`src/rtl/phase_frame_pkg.sv`:
```
// phase_frame_pkg: FSM states, err bit positions and channel-index width helper
// shared by the phase frame controller and its bus interface.
package phase_frame_pkg;
    typedef enum logic [1:0] {IDLE, PENDING, SWAP} state_t;
    localparam int ERR_COMMIT = 0;
    localparam int ERR_RANGE = 1;
    // Leaves room for one code above the last channel so out-of-range writes can be expressed.
    function automatic int ch_idx_w(input int n);
        return $clog2(n + 1);
    endfunction
endpackage

```
`src/rtl/phase_frame_ctrl_if.sv`:
```
// phase_frame_ctrl_if: host-side shadow write / commit bus of the phase frame controller.
interface phase_frame_ctrl_if
    import phase_frame_pkg::*;
#(
    parameter int NUM_CHANNELS = 128,
    parameter int CLK_CNT_W = 8
);
    localparam int CH_W = ch_idx_w(NUM_CHANNELS);
    logic wr_valid;
    logic wr_ready;
    logic [CH_W-1:0] wr_channel;
    logic [CLK_CNT_W-1:0] wr_phase;
    logic wr_en;
    logic commit;
    logic commit_pending;
    modport master(output wr_valid, wr_channel, wr_phase, wr_en, commit, input wr_ready, commit_pending);
    modport slave(input wr_valid, wr_channel, wr_phase, wr_en, commit, output wr_ready, commit_pending);
endinterface

```
`src/rtl/period_watchdog.sv`:
```
// period_watchdog: counts PWM periods since the last clear and trips after PERIODS of them.
module period_watchdog #(
    parameter int PERIODS = 1024
) (
    input  logic clk,
    input  logic rst_n,
    input  logic tick,
    input  logic clear,
    output logic trip
);
    localparam int CNT_W = $clog2(PERIODS + 1);
    logic [CNT_W-1:0] cnt;
    always_ff @(posedge clk or negedge rst_n) begin
        if (!rst_n) begin
            cnt <= '0;
            trip <= 1'b0;
        end else if (clear) begin
            cnt <= '0;
            trip <= 1'b0;
        end else if (tick && !trip) begin
            cnt <= cnt + 1'b1;
            trip <= cnt == CNT_W'(PERIODS - 1);
        end
    end
endmodule

```
`src/rtl/phase_frame_ctrl.sv`:
```
// phase_frame_ctrl: double-buffered phase/enable frame, swapped atomically at a PWM period boundary.
// Define PHASE_FRAME_WDT_EN to add the period watchdog that blanks enables when commits stop.
module phase_frame_ctrl
    import phase_frame_pkg::*;
#(
    parameter int NUM_CHANNELS = 128,
    parameter int CLK_CNT_W = 8,
    parameter int CLK_CNT_MAX = 255
`ifdef PHASE_FRAME_WDT_EN
    , parameter int WDT_PERIODS = 1024
`endif
) (
    input  logic clk,
    input  logic rst_n,
    input  logic [CLK_CNT_W-1:0] pwm_cnt,
    phase_frame_ctrl_if.slave wr,
    output logic [NUM_CHANNELS*CLK_CNT_W-1:0] phases,
    output logic [NUM_CHANNELS-1:0] ch_en,
    output logic swapped,
    output logic [7:0] frame_id,
    output logic [1:0] err,
    output logic wdt_trip
);
    localparam int CH_W = ch_idx_w(NUM_CHANNELS);
    localparam int IDX_W = $clog2(NUM_CHANNELS);
    state_t state, state_d;
    logic [NUM_CHANNELS*CLK_CNT_W-1:0] sh_ph;
    logic [NUM_CHANNELS-1:0] sh_en;
    logic [NUM_CHANNELS-1:0] act_en;
    logic [IDX_W-1:0] idx;
    logic boundary, wr_fire, in_range;
    assign boundary = pwm_cnt == CLK_CNT_W'(CLK_CNT_MAX);
    assign wr_fire = wr.wr_valid && wr.wr_ready;
    assign in_range = wr.wr_channel < CH_W'(NUM_CHANNELS);
    assign idx = wr.wr_channel[IDX_W-1:0];
    always_comb begin
        state_d = state;
        wr.wr_ready = 1'b0;
        wr.commit_pending = 1'b0;
        swapped = 1'b0;
        case (state)
            IDLE: begin
                wr.wr_ready = 1'b1;
                state_d = wr.commit ? PENDING : IDLE;
            end
            PENDING: begin
                wr.commit_pending = 1'b1;
                state_d = boundary ? SWAP : PENDING;
            end
            default: begin
                swapped = 1'b1;
                state_d = IDLE;
            end
        endcase
    end
    always_ff @(posedge clk or negedge rst_n) begin
        if (!rst_n) state <= IDLE;
        else state <= state_d;
    end
    always_ff @(posedge clk or negedge rst_n) begin
        if (!rst_n) begin
            sh_ph <= '0;
            sh_en <= '0;
            phases <= '0;
            act_en <= '0;
            frame_id <= '0;
            err <= '0;
        end else begin
            if (wr_fire && in_range) begin
                sh_ph[int'(idx)*CLK_CNT_W +: CLK_CNT_W] <= wr.wr_phase;
                sh_en[idx] <= wr.wr_en;
            end
            if (swapped) begin
                phases <= sh_ph;
                act_en <= sh_en;
                frame_id <= frame_id + 8'd1;
            end
            if (wr.commit && state != IDLE) err[ERR_COMMIT] <= 1'b1;
            if (wr_fire && !in_range) err[ERR_RANGE] <= 1'b1;
        end
    end
`ifdef PHASE_FRAME_WDT_EN
    period_watchdog #(.PERIODS(WDT_PERIODS)) u_wdt (
        .clk(clk),
        .rst_n(rst_n),
        .tick(boundary),
        .clear(swapped),
        .trip(wdt_trip)
    );
`else
    assign wdt_trip = 1'b0;
`endif
    // Phases stay loaded while tripped; only the enables are blanked.
    assign ch_en = act_en & ~{NUM_CHANNELS{wdt_trip}};
endmodule

```
`src/flat_wrapper.sv`:
```
// flat-port wrapper written by rule: the top's interface ports become plain ports
module phase_frame_ctrl_flat import phase_frame_pkg::*;
#(
    parameter int NUM_CHANNELS = 128,
    parameter int CLK_CNT_W = 8,
    parameter int CLK_CNT_MAX = 255

)
  (clk, rst_n, pwm_cnt, phases, ch_en, swapped, frame_id, err, wdt_trip, wr_wr_valid, wr_wr_channel, wr_wr_phase, wr_wr_en, wr_commit, wr_wr_ready, wr_commit_pending);
  phase_frame_ctrl_if #(.NUM_CHANNELS(NUM_CHANNELS), .CLK_CNT_W(CLK_CNT_W)) wr_i ();
  input  logic clk;
  input  logic rst_n;
  input  logic [CLK_CNT_W-1:0] pwm_cnt;
  output logic [NUM_CHANNELS*CLK_CNT_W-1:0] phases;
  output logic [NUM_CHANNELS-1:0] ch_en;
  output logic swapped;
  output logic [7:0] frame_id;
  output logic [1:0] err;
  output logic wdt_trip;
  input wire logic [$bits(wr_i.wr_valid)-1:0] wr_wr_valid;
  input wire logic [$bits(wr_i.wr_channel)-1:0] wr_wr_channel;
  input wire logic [$bits(wr_i.wr_phase)-1:0] wr_wr_phase;
  input wire logic [$bits(wr_i.wr_en)-1:0] wr_wr_en;
  input wire logic [$bits(wr_i.commit)-1:0] wr_commit;
  output wire logic [$bits(wr_i.wr_ready)-1:0] wr_wr_ready;
  output wire logic [$bits(wr_i.commit_pending)-1:0] wr_commit_pending;
  assign wr_i.wr_valid = wr_wr_valid;
  assign wr_i.wr_channel = wr_wr_channel;
  assign wr_i.wr_phase = wr_wr_phase;
  assign wr_i.wr_en = wr_wr_en;
  assign wr_i.commit = wr_commit;
  assign wr_wr_ready = wr_i.wr_ready;
  assign wr_commit_pending = wr_i.commit_pending;
  phase_frame_ctrl #(.NUM_CHANNELS(NUM_CHANNELS), .CLK_CNT_W(CLK_CNT_W), .CLK_CNT_MAX(CLK_CNT_MAX)) u_core (.clk(clk), .rst_n(rst_n), .pwm_cnt(pwm_cnt), .wr(wr_i), .phases(phases), .ch_en(ch_en), .swapped(swapped), .frame_id(frame_id), .err(err), .wdt_trip(wdt_trip));
endmodule
```
`config.mk`:
```
export PLATFORM = sky130hd
export DESIGN_NAME = phase_frame_ctrl_flat
export DESIGN_NICKNAME = d
export VERILOG_FILES = /design/src/rtl/phase_frame_pkg.sv /design/src/rtl/phase_frame_ctrl_if.sv /design/src/rtl/period_watchdog.sv /design/src/rtl/phase_frame_ctrl.sv /design/src/flat_wrapper.sv
export SDC_FILE = /design/constraint.sdc
export NUM_CORES = 2
export LEC_CHECK = 0
export CORE_AREA = 2 2 471 473
export DETAILED_ROUTE_END_ITERATION = 8
export DIE_AREA = 0 0 473 475
export GPL_TIMING_DRIVEN = 0
export PLACE_DENSITY_LB_ADDON = 0.1
export SLEW_MARGIN = 40
export SYNTH_ARGS = -nofsm -noshare
export SYNTH_HDL_FRONTEND = slang
export SYNTH_SLANG_ARGS = --single-unit
```
`constraint.sdc`:
```
create_clock -name clk -period 7.79 [get_ports clk]
set_clock_uncertainty 0.1 [all_clocks]
set_input_delay 2.337 -clock clk [delete_from_list [all_inputs] [get_ports clk]]
set_output_delay 2.337 -clock clk [all_outputs]
set_load 0.02 [all_outputs]
```
==> qor.yml <==
outcome:
  status: "completed"
cells_and_area:
  final_common_cell: "dfrtp_1"
  fin_util: 0.528
  nets: 7568
  area_delta_synth_final_pct: 27.9
  final_cell_mix: "2316 x dfrtp_1, 2200 x mux2_2, 1181 x clkdlybuf4s50_1, 342 x nor2_1, 258 x clkbuf_1"
  stdcell_area_um2: 116000
  layout-drive-gt1-share: 0.375
critical_path:
  cpPeakStageDelay_ps: 830
  cp_slowest_cell: "nor3_1"
  endpoint_kind: "register"
  crit_buf_inv: 7
  worstPathArrival_ps: 8270
  path_max_fanout: 10
  cp_cell_sequence: "clkdlybuf4s50_1 -> clkbuf_1 -> clkbuf_1 -> inv_1 -> ha_1 -> buf_2 -> xnor2_1 -> clkbuf_1 -> clkbuf_2 -> nand3_1 -> nor3_1 -> nand2_1 -> mux2i_1"
  path_delay_family: "buffers and inverters"
  cp.required_ps: 8490
  start_kind: "input port"
  cpMostUsedCell: "clkbuf_1"
  crit_type: "input port to register"
synth:
  syn_area_per_cell_um2: 15.0
  syn_nets: 6069
  async_reset_ff_frac: 1.00
  synth-edff-count: 0
  synth_cells: 6037
  ys_warn_count: 0
  synth.distinct_cells: 60
  postSynthRegisterBits: 2316
  synth_area_leader_cell: "dfrtp_1"
  ys_seq_area_frac: 0.641
  yosysTopAreaCellShare: 0.641
  yosys-top-cells-area: "dfrtp_1 64%, mux2_2 27%, nor2_1 1.5%"
  synth_area_um2: 90500
  synth_ff_type: "dfrtp_1"
timing:
  drv_slew: 0
  min_period_ps: 7570
  tightestPinTransition_ps: 926
  whs_ps: 363
  max_freq_ghz: 0.132
  finalCritPeriodShare: 0.972
  slew_headroom: 0.383
  rsz0062_at_grt: "false"
  hold_violations: 0
  setup_violations: 0
floorplanning:
  pin_count: 1195
  core_um2: 219000
  floorplan.die_area_um2: 225000
  die_w_um: 473
  die_h_um: 475
  placement_rows: 172
  start_util: 0.413
clock_network:
  clock_path_buffers: 3
  worstSkewPairLatency_ps: 910
  cts_tree: "yes"
  htreeDepth: 4
  cts_buffers: 239
  root_buffer: "clkbuf_16"
  post_cts_buffers: 0
  clkTransAtPathRegs_ps: 60
  cts_sinks: 2316
pwr:
  ir_worst_vdd_mv: 0.242
  p_leak_nw: 55.3
  power_density_nw_per_um2: 214
  p_total_mw: 24.7
placement:
  place_area_um2: 108000
  io_buffer_count: 1189
  place_hpwl_um: 274000
  gp_congestion: 0.922
drt:
  drcViolationCount: 0
  vias_per_cell: 5.38
  routedWlPerCell_um: 33.4
  ant_nets: 0
  first_iter_violations: 4032
  drt_pass1_iterations: 7
  dr_total_vias: 57100
  drt-total-wl_um: 354000
global_route:
  grtUsageTotal: 0.313
  grt_pass1_vias: 59300
  grt_start_max_net_pins: 113
  antenna_found_initial: 38
  grt_overflow: 0
  grt_pass1_wl_um: 486000
job:
  cap_violations: 0
hold_path:
  hold_class: "register to register"
==> report_power, final <==
group          total, mW  leakage, nW  internal (mW)  switching, mW
logic               1.14         19.4          0.252          0.890
registers           12.1         32.1           12.1         0.0406
clock network       11.4         3.84           6.50           4.95
==> state kept, by name, indices dropped and copies added, names as in the netlist <==
| register | cells |
|---|---|
| u_core.sh_en | 128 |
| u_core.err | 2 |
| u_core.phases | 1024 |
| u_core.state | 2 |
| u_core.ch_en | 128 |
| u_core.frame_id | 8 |
| u_core.sh_ph | 1024 |
==> through the flow <==
stage | setup WS, ps | std cells | setup TNS (ps)
final | 217 | 10600 | 0
after global routing | 135 | 10600 | 0
after CTS | 48.6 | 10600 | 0
after detailed placement | -810 | 10200 | -175030
after global placement | -101520 | 10100 | -
after floorplan | 1950 | 6037 | 0
==> routing by layer <==
metal,up-vias,global-route usage,part of all wire
met3,492,0.106,0.089
met4,8,0.122,0.044
met5,-,0,0.00012
met2,1932,0.495,0.46
li1,24200,-,-
met1,30500,0.395,0.40
==> synth_stat cells (3+ instances only) <==
| cell | count |
|---|---|
| nor3_1 | 142 |
| dfrtp_1 | 2316 |
| xnor2_1 | 8 |
| buf_4 | 5 |
| nand3b_1 | 3 |
| or3_1 | 20 |
| nand2_1 | 219 |
| nand4_1 | 11 |
| clkbuf_1 | 260 |
| o21ai_0 | 67 |
| xor2_1 | 7 |
| and3_1 | 47 |
| nor4b_1 | 3 |
| nand3_1 | 50 |
| nor3_4 | 16 |
| ha_1 | 3 |
| o21ai_1 | 3 |
| inv_1 | 51 |
| nand2b_1 | 13 |
| buf_2 | 38 |
| mux2_4 | 8 |
| nor4_1 | 6 |
| mux2i_1 | 37 |
| nor3b_1 | 4 |
| nor2_1 | 360 |
| buf_1 | 10 |
| buf_6 | 4 |
| and2_1 | 8 |
| o2111ai_1 | 3 |
| a21oi_1 | 3 |
| o31ai_1 | 28 |
| or4_1 | 3 |
| nor3_2 | 29 |
| a2111oi_2 | 4 |
| nor2b_1 | 8 |
| nor4_4 | 6 |
| or2_2 | 5 |
| mux2_2 | 2200 |
==> cell type report <==
class	count	area [µm²]
fillers	18700	103000
flip-flops and latches	2316	58000
multi-input cells	3353	31500
repair buffers	1258	13200
clock buffers	376	7100
well taps	2871	3590
plain buffers	317	1400
clock inverters	59	746
inverters	51	191
diodes	9	22.5
==> logic make-up after synthesis <==
kind of cell | count (synthesis) | share of synthesized area
compound gates | 120 | 0.00840
mux | 2245 | 0.279
xor+xnor | 15 | 0.00145
simple gates | 969 | 0.0534
fa+ha+maj | 3 | 0.000415
buf+inv | 368 | 0.0163
flops | 2316 | 0.641
other cells | 1 | 0.0000415
==> final timing paths <==
| kind | start | endpoint | slack (ps) | cells after the start |
|---|---|---|---|---|
| worst max-delay path | wr_wr_channel[0] | u_core.sh_ph[266] | 220 | 13 |
| worst min-delay path | u_core.sh_ph[830] | u_core.phases[830] | 360 | 1 |
| worst max register to register | u_core.state[0] | u_core.sh_ph[137] | 3780 | 6 |
| worst min register to register | u_core.sh_ph[830] | u_core.phases[830] | 360 | 1 |
| max in group asynchronous | rst_n | u_core.sh_ph[622] | 2730 | 7 |
| min in group asynchronous | rst_n | u_core.sh_en[34] | 1270 | 1 |
==> repair_timing <==
| action | 4_1_cts | 5_1_grt |
|---|---|---|
| hold buffers | 0 | 0 |
| setup endpoints to repair | 0 | 8 |
| resized for setup | 0 | 1 |
(Power assumes the default switching activity.)
